`config.mk`:
```
export PLATFORM = sky130hd
export DESIGN_NAME = wb_regbank_stage
export DESIGN_NICKNAME = d
export VERILOG_FILES = /design/src/rtl/wb_regbank_stage_pkg.sv /design/src/rtl/wb_dump_fsm.sv /design/src/rtl/wb_regbank_stage.sv
export SDC_FILE = /design/constraint.sdc
export NUM_CORES = 1
export LEC_CHECK = 0
export BUFFER_PORTS_ARGS = -buffer_cell sky130_fd_sc_hd__buf_2
export CAP_MARGIN = 20
export CORE_MARGIN = 2
export CORE_UTILIZATION = 55
export CTS_CLUSTER_DIAMETER = 50
export CTS_CLUSTER_SIZE = 16
export DETAILED_ROUTE_END_ITERATION = 10
export PLACE_DENSITY = 0.82
export SYNTH_ARGS = -nofsm -noshare
export SYNTH_HDL_FRONTEND = slang
export SYNTH_HIERARCHICAL = 1
export SYNTH_SLANG_ARGS = --single-unit
```
`constraint.sdc`:
```
create_clock -name i_clk -period 2.4 [get_ports i_clk]
set_clock_uncertainty 0.05 [all_clocks]
set_input_delay 0.48 -clock i_clk [delete_from_list [all_inputs] [get_ports i_clk]]
set_output_delay 0.48 -clock i_clk [all_outputs]
set_load 0.005 [all_outputs]
```
`src/rtl/wb_regbank_stage_pkg.sv`:
```
// Shared constants for the write-back register bank and its debug dump engine.
// Default widths are also used by the MEM/WB pipeline latches.
package wb_regbank_stage_pkg;

    localparam int unsigned DEF_SIZE_DATA = 8;
    localparam int unsigned DEF_SIZE_ADDR = 5;
    localparam int unsigned DEF_NUM_REGS  = 32;

    localparam int unsigned REG_ZERO = 0;

    localparam logic [1:0] DUMP_IDLE = 2'd0;
    localparam logic [1:0] DUMP_LOAD = 2'd1;
    localparam logic [1:0] DUMP_SEND = 2'd2;
    localparam logic [1:0] DUMP_DONE = 2'd3;

endpackage

```
`src/rtl/wb_dump_fsm.sv`:
```
// Debug dump engine: walks the register bank in index order, one beat per LOAD/SEND pair.
//
// state | meaning
// IDLE  | waiting for i_dump_start
// LOAD  | capture reg[index] and index into the beat registers
// SEND  | beat valid, wait for consumer ready
// DONE  | one-cycle completion pulse
module wb_dump_fsm
    import wb_regbank_stage_pkg::*;
#(
    parameter int unsigned SIZE_DATA = DEF_SIZE_DATA,
    parameter int unsigned SIZE_ADDR = DEF_SIZE_ADDR,
    parameter int unsigned NUM_REGS  = DEF_NUM_REGS
) (
    input  logic                 i_clk,
    input  logic                 i_reset,
    input  logic                 i_dump_start,
    input  logic                 i_dump_ready,
    output logic [SIZE_ADDR-1:0] o_rd_addr,
    input  logic [SIZE_DATA-1:0] i_rd_data,
    output logic                 o_dump_valid,
    output logic [SIZE_ADDR-1:0] o_dump_addr,
    output logic [SIZE_DATA-1:0] o_dump_data,
    output logic                 o_dump_busy,
    output logic                 o_dump_done
);

    logic [1:0]           state;
    logic [1:0]           state_next;
    logic [SIZE_ADDR-1:0] index;
    logic                 last_beat;

    assign last_beat = (32'(index) == NUM_REGS - 1);
    assign o_rd_addr = index;

    always_ff @(posedge i_clk or negedge i_reset) begin
        if (!i_reset) begin
            state <= DUMP_IDLE;
        end else begin
            state <= state_next;
        end
    end

    // Beat registers hold a private copy so a stalled beat is immune to later writes.
    always_ff @(posedge i_clk or negedge i_reset) begin
        if (!i_reset) begin
            index       <= '0;
            o_dump_addr <= '0;
            o_dump_data <= '0;
        end else begin
            case (state)
                DUMP_IDLE: if (i_dump_start) index <= '0;
                DUMP_LOAD: begin
                    o_dump_data <= i_rd_data;
                    o_dump_addr <= index;
                end
                DUMP_SEND: if (i_dump_ready && !last_beat) index <= index + 1'b1;
                default: ;
            endcase
        end
    end

    always_comb begin
        state_next = state;
        case (state)
            DUMP_IDLE: if (i_dump_start) state_next = DUMP_LOAD;
            DUMP_LOAD: state_next = DUMP_SEND;
            DUMP_SEND: if (i_dump_ready) state_next = last_beat ? DUMP_DONE : DUMP_LOAD;
            DUMP_DONE: state_next = DUMP_IDLE;
            default:   state_next = DUMP_IDLE;
        endcase
    end

    always_comb begin
        o_dump_valid = (state == DUMP_SEND);
        o_dump_busy  = (state != DUMP_IDLE);
        o_dump_done  = (state == DUMP_DONE);
    end

endmodule

```
`src/rtl/wb_regbank_stage.sv`:
```
// Write-back stage: selects the WB value, commits it to the register bank, serves ID reads.
// Optional WB_WRITE_BYPASS_EN makes the read ports (and dump capture) see the in-flight write.
module wb_regbank_stage
    import wb_regbank_stage_pkg::*;
#(
    parameter int unsigned SIZE_DATA = DEF_SIZE_DATA,
    parameter int unsigned SIZE_ADDR = DEF_SIZE_ADDR,
    parameter int unsigned NUM_REGS  = DEF_NUM_REGS
) (
    input  logic                 i_clk,
    input  logic                 i_reset,
    input  logic                 i_enable,
    input  logic                 i_reg_write,
    input  logic                 i_mem_to_reg,
    input  logic [SIZE_ADDR-1:0] i_rd,
    input  logic [SIZE_DATA-1:0] i_mem_data,
    input  logic [SIZE_DATA-1:0] i_alu_result,
    input  logic [SIZE_ADDR-1:0] i_rs_addr,
    input  logic [SIZE_ADDR-1:0] i_rt_addr,
    output logic [SIZE_DATA-1:0] o_rs_data,
    output logic [SIZE_DATA-1:0] o_rt_data,
    output logic                 o_wb_write,
    output logic [SIZE_ADDR-1:0] o_wb_rd,
    output logic [SIZE_DATA-1:0] o_wb_data,
    input  logic                 i_dump_start,
    input  logic                 i_dump_ready,
    output logic                 o_dump_valid,
    output logic [SIZE_ADDR-1:0] o_dump_addr,
    output logic [SIZE_DATA-1:0] o_dump_data,
    output logic                 o_dump_busy,
    output logic                 o_dump_done
);

    logic [SIZE_DATA-1:0] regs [NUM_REGS];
    logic [SIZE_ADDR-1:0] dump_rd_addr;
    logic [SIZE_DATA-1:0] dump_rd_data;

    assign o_wb_data  = i_mem_to_reg ? i_mem_data : i_alu_result;
    assign o_wb_write = i_enable & i_reg_write & (i_rd != SIZE_ADDR'(REG_ZERO));
    assign o_wb_rd    = i_rd;

    function automatic logic in_bank(input logic [SIZE_ADDR-1:0] addr);
        return (addr != SIZE_ADDR'(REG_ZERO)) && (32'(addr) < NUM_REGS);
    endfunction

    function automatic logic [SIZE_DATA-1:0] read_port(input logic [SIZE_ADDR-1:0] addr);
        logic [SIZE_DATA-1:0] value;
        value = '0;
        if (in_bank(addr)) value = regs[addr];
`ifdef WB_WRITE_BYPASS_EN
        if (o_wb_write && in_bank(addr) && (addr == i_rd)) value = o_wb_data;
`endif
        return value;
    endfunction

    assign o_rs_data    = read_port(i_rs_addr);
    assign o_rt_data    = read_port(i_rt_addr);
    assign dump_rd_data = read_port(dump_rd_addr);

    // Entry 0 is never written, so the hardwired-zero read falls out of reset.
    always_ff @(posedge i_clk or negedge i_reset) begin
        if (!i_reset) begin
            for (int i = 0; i < int'(NUM_REGS); i++) regs[i] <= '0;
        end else if (o_wb_write && in_bank(i_rd)) begin
            regs[i_rd] <= o_wb_data;
        end
    end

    wb_dump_fsm #(
        .SIZE_DATA (SIZE_DATA),
        .SIZE_ADDR (SIZE_ADDR),
        .NUM_REGS  (NUM_REGS)
    ) u_dump_fsm (
        .i_clk        (i_clk),
        .i_reset      (i_reset),
        .i_dump_start (i_dump_start),
        .i_dump_ready (i_dump_ready),
        .o_rd_addr    (dump_rd_addr),
        .i_rd_data    (dump_rd_data),
        .o_dump_valid (o_dump_valid),
        .o_dump_addr  (o_dump_addr),
        .o_dump_data  (o_dump_data),
        .o_dump_busy  (o_dump_busy),
        .o_dump_done  (o_dump_done)
    );

endmodule

```
# == Word-level counts from Yosys, hierarchy flattened ==
# Cells that the tools add are included.
# classes
addsub,1
order_cmp,5
n_eq_ne,7
n_mux,23
bitwise,6
reduce_logical,13
# ops
cell,count
256-bit bitwise mux,1
8-bit binary-select mux with 5-bit select,3
8-bit 2-to-1 mux,11
8-bit demux with 5-bit select,1
6-bit >= comparator (second input constant),4
5-bit inverter with 6-bit output,4
5-bit nonzero test,4
5-bit 2-to-1 mux,2
5-bit one-hot mux with 2 select lines,1
2-bit one-hot mux with 4 select lines,1
6-bit by 1-bit less-than comparator with 1-bit output (second input constant),1
2-bit 2-to-1 mux,3
5-bit by 1-bit adder with 5-bit output (second input constant),1
5-bit equality test (second input constant),1
2-bit equality test (second input constant),2
2-bit != test (second input constant),2
2-bit nonzero test,2
1-bit logical AND,3
3-bit AND reduction,1
1-bit bitwise AND,2
2-bit by 1-bit equality test with 1-bit output (second input constant),1
2-bit logical NOT,1
2-bit by 1-bit != test with 1-bit output (second input constant),1
2-bit AND reduction,1
1-bit logical NOT,1
# totals
reg_bits,276
input_bits,38
elab_cells,91

# == Depth between registers and ports, before layout ==
# logic_depth
ltp_word,6
mapped_depth,9

# == Modules after synthesis ==
# Netlist, hierarchy kept.
# by_module_without_submodules
module,n_inst,cells_per_inst,area_per_inst_um2
wb_regbank_stage,1,1474,16076.7
wb_dump_fsm,1,64,933.4

# == Least setup slack after synthesis ==
# OpenSTA, ideal clock, no wires.
# synth_path
path_type,input port to output port
from,in i_rt_addr[0]
to,out o_rt_data[5]
arrival_time_ns,1.899
required_time_ns,1.870
path_slack_ns,-0.029
stages,7
path_buffers,3
path_cell_list,buf_2 -> buf_6 -> buf_4 -> mux4_2 -> mux2i_1 -> nor2_1 -> o21a_1
# synth_via
elab_chain_len,5
elab_cells_between_ends,6
cone_classes,4 x mux; 1 x bitwise; 1 x reduce/logical
# synth_rtl
item,line,source
from (decl),wb_regbank_stage.sv:19,"input logic [SIZE_ADDR-1:0] i_rt_addr,"
5-bit inverter with 6-bit output (implied by the code),wb_regbank_stage.sv:49,if (in_bank(addr)) value = regs[addr];
8-bit binary-select mux with 5-bit select,wb_regbank_stage.sv:49,
8-bit 2-to-1 mux (implied by the code) (2 in a row),wb_regbank_stage.sv:49,
8-bit 2-to-1 mux *,wb_regbank_stage.sv:49,
to (decl),wb_regbank_stage.sv:21,"output logic [SIZE_DATA-1:0] o_rt_data,"
# Every way passes the cells marked *; elsewhere a longest branch is shown, timed or not. The select of a mux whose other input is x is not followed.

# == Worst setup path after layout ==
# layout_path
from,reg regs[174] (netlist name)
to,out o_rs_data[6]
# layout_via
elab_chain_len,4
# layout_rtl
item,line,source
from (decl),wb_regbank_stage.sv:34,logic [SIZE_DATA-1:0] regs [NUM_REGS];
"from (signal, indexed assignment)",wb_regbank_stage.sv:65,regs[i_rd] <= o_wb_data;
8-bit binary-select mux with 5-bit select,wb_regbank_stage.sv:49,
8-bit 2-to-1 mux (implied by the code) (2 in a row),wb_regbank_stage.sv:49,
8-bit 2-to-1 mux,wb_regbank_stage.sv:49,
to (decl),wb_regbank_stage.sv:20,"output logic [SIZE_DATA-1:0] o_rs_data,"
# No other way between the ends. The select of a mux whose other input is x is not followed.

==> results by group <==
Run status
  – Status: finished, violations left
  – Failing checks: setup timing

Min path
  – Hold path start: i_dump_start
  – Hold crit path type: input pin to register
  – Hold depth: 3
  – Hold endpoint: u_dump_fsm/state[0]$_DFFE_PN0P_

Pwr
  – Worst ir drop on vdd: 0.6203 mV
  – Lkg Pwr: 8.662 nW
  – Power Dens Cells: 886.1 nW/um2

Timing
  – Tcrit/Tclk final: 117.7%
  – Rel. slew slack: 40.40%
  – F_max: 354.1 MHz
  – Final Hold Fails: 0
  – Setup violators final: 18
  – Slew Viols, Final: 0
  – Minimum clock period: 2.824 ns
  – RSZ-0062 raised after global routing: yes
  – Setup WS post-layout: -0.4238 ns
  – Worst-Margin Slew: 0.8907 ns

Route
  – Vias/cell: 6.995
  – WL per Instance: 26.61 um
  – Initial DRC count: 2042
  – Final wirelength: 56610 um
  – Final ANT Viol Nets: 0
  – DR pass1 iterations: 6
  – DRC: 0
  – DR vias: 14.88k

Die
  – Core Region: 30510 um2
  – DIE AREA: 32350 um2
  – Initial Util: 55.75%
  – Top Ports: 84
  – Die width: 179.9 um
  – Die Span Y: 179.9 um
  – FP Rows: 64

Clock network
  – Clock input transition at the sequential cells of the worst setup and hold paths: 0.07 ns
  – Longest Clk Path Bufs: 3
  – TritonCTS clock tree: done
  – H-tree depth: 1
  – # clock sinks: 276
  – Worst-Skew Late Latency: 0.56 ns
  – CTS Buf Count: 29
  – CTS Root Cell: clkbuf_16

Placement
  – DP Area: 18890 um2
  – PortBufs: 83
  – Routability cong.: 0.9942
  – Final HPWL DP: 39040 um

Synth
  – Top cells by area, synth: dfrtp_1 41%, mux4_2 19%, mux2i_1 6.0%
  – Net count after synthesis: 1578
  – Yosys Warn Count: 6
  – Post-synthesis compound-gate area fraction: 13.10%
  – Yosys top cell area share: 40.60%
  – Gate Count Post-Synth: 1538
  – Top_reg_cell synth: dfrtp_1
  – Area leader, netlist: dfrtp_1
  – Unique masters post-synth: 51
  – Syn avg cell area: 11.06 um2
  – Post-synth ARST share: 100.0%
  – Yosys reg bits: 276
  – Simple-gate area share of the yosys netlist: 11.00%
  – XOR/XNOR share of the synthesized area: 0%
  – Multiplexer share of the synthesized area: 29.97%
  – Post-Syn Area: 17010 um2
  – EDFF count, synth: 0
  – Combinational family with the most area after synthesis: multiplexers
  – Post-Synth Adder-Cell Area: 0.1471%
  – Seq/Total Area, Yosys: 40.60%

Layout
  – Layout area overhead: 20.51%
  – Finished Core Util: 67.19%
  – Most common cell after layout, fill and taps aside: dfrtp_1
  – Most frequent cells in the layout: 273 x dfrtp_1, 189 x buf_4, 187 x nor2_1
  – Fill cells: 2119
  – Finished Cell Area: 20500 um2
  – Register Area: 6913 um2
  – Nets: 1748
  – Layout cell share with drive strength beyond 1: 37.46%
  – Multi-input logic area: 9609 um2

Worst setup path
  – Data arrival, critical path: 2.29 ns
  – Buf+Inv Stages, Crit Path: 2
  – CP endpoint kind: primary output
  – Max FO, Critical Path: 4
  – Reg-to-Reg Start: u_dump_fsm/o_rd_addr[0]$_DFFE_PN0P_
  – Slowest-stage cell, CP: a221oi_4
  – R2r setup slk: -0.02 ns
  – Crit path max-delay family: compound AO/OA/AOI/OAI gates
  – Crit-path max cell delay: 0.48 ns
  – Worst-path cell chain: mux4_2 > mux2i_4 > buf_6 > a221oi_4 > o21a_1 > buf_2
  – CP Class: register to primary output
  – Worst EP required: 1.87 ns
  – Critical Path Start Type: register
  – FF-to-FF End: u_dump_fsm/o_dump_data[3]$_DFFE_PN0N_
  – Cells on worst reg2reg path: 7

Global route
  – Total track usage: 34.67%
  – First-pass GRT wire length: 86480 um
  – Pin count of the biggest net entering global routing: 63
  – Via count of the first global-routing pass: 14.59k
  – Gr ovfl total: 0
  – Initial antenna violation count: 3

Job
  – Max-cap check violation count: 0
[routing by layer]
layer,wire length [um],part of all wire [%],GRT usage (%)
met1,20280,36,46.24
met2,25530,45,52.72
met3,7792,14,10.03
met4,2918,5.2,16.46
met5,86,0.15,0
[registers in the layout, indices dropped and copies added (netlist names)]
signal,cells
u_dump_fsm/o_rd_addr,5
u_dump_fsm/o_dump_data,8
u_dump_fsm/o_dump_addr,5
regs,256
u_dump_fsm/state,2
[stage by stage]
step	TNS, ns	hold slack [ns]	worst slack, ns	std cells	total power [mW]
final	-5.304	0.1296	-0.4238	2127	18.16
after floorplan	0	0.1344	0.01658	1538	10.52
after CTS	-4.536	0.1145	-0.3741	2116	17.80
after detailed placement	-7.151	0.3525	-0.6156	2040	12.91
after global placement	-6.931	0.3494	-0.6115	2040	12.62
after global routing	-5.664	0.1604	-0.4261	2126	18.81
[worst max-delay path by stage]
| stage | slack (ns) | startpoint | endpoint | cells past startpoint |
|---|---|---|---|---|
| floorplan | 0.02 | i_rt_addr[0] | o_rt_data[5] | 7 |
| global route | -0.43 | regs[153]$_DFFE_PN0P_ | o_rs_data[1] | 7 |
| detailed placement | -0.62 | i_rs_addr[1] | o_rs_data[6] | 9 |
| CTS | -0.37 | regs[153]$_DFFE_PN0P_ | o_rs_data[1] | 7 |
| finish | -0.42 | regs[174]$_DFFE_PN0P_ | o_rs_data[6] | 6 |
| global placement | -0.61 | i_rs_addr[1] | o_rs_data[6] | 9 |
[power by group]
group / leakage [nW] / switching [mW] / internal, mW
combinational: 4.61 / 3.38 / 3.59
sequential: 3.58 / 1.02 / 5.52
clock: 0.475 / 2.11 / 2.55
[Yosys cell counts (all sizes together) (4+ instances only)]
cell	n
a211oi	19
a21oi	173
a221o	11
a221oi	13
a22o	6
a22oi	8
a31oi	11
buf	94
clkbuf	71
dfrtp	276
inv	8
mux2	71
mux2i	102
mux4	144
nand2	100
nand2b	13
nand3	7
nand4	4
nor2	188
nor2b	24
nor3	19
nor4	5
o211ai	5
o21a	13
o21ai	93
o22ai	16
o31ai	13
or2	7
or4	12
[layout make-up]
type | count | area share, %
multi-input cells | 1089 | 46.88
diodes | 1 | 0.01221
inverters | 8 | 0.1465
clock buffers | 33 | 3.662
clock inverters | 20 | 1.154
repair buffers | 304 | 12.01
well taps | 396 | 2.417
flip-flops and latches | 276 | 33.72
[logic make-up after synthesis]
| kind of cell | Yosys count |
|---|---|
| AO/OA/AOI/OAI | 383 |
| AND/OR/NAND/NOR | 387 |
| adder cells (fa/ha/maj) | 2 |
| flip-flops | 276 |
| multiplexers | 317 |
| buffers and inverters | 173 |
[tightest hold or removal path: stages]
cell	delay, ns
buf_2	0.09
mux2i_1	0.06
nor2_1	0.08
[what timing repair did]
action,4_1_cts,5_1_grt
endpoints found under the hold margin,54,0
hold buffers,1,0
pin swaps,6,8
setup buffers,23,10
cloned,1,0
gates resized for setup,42,19
endpoints found under the setup margin,17,22
Power figures use the tool's default switching activity.
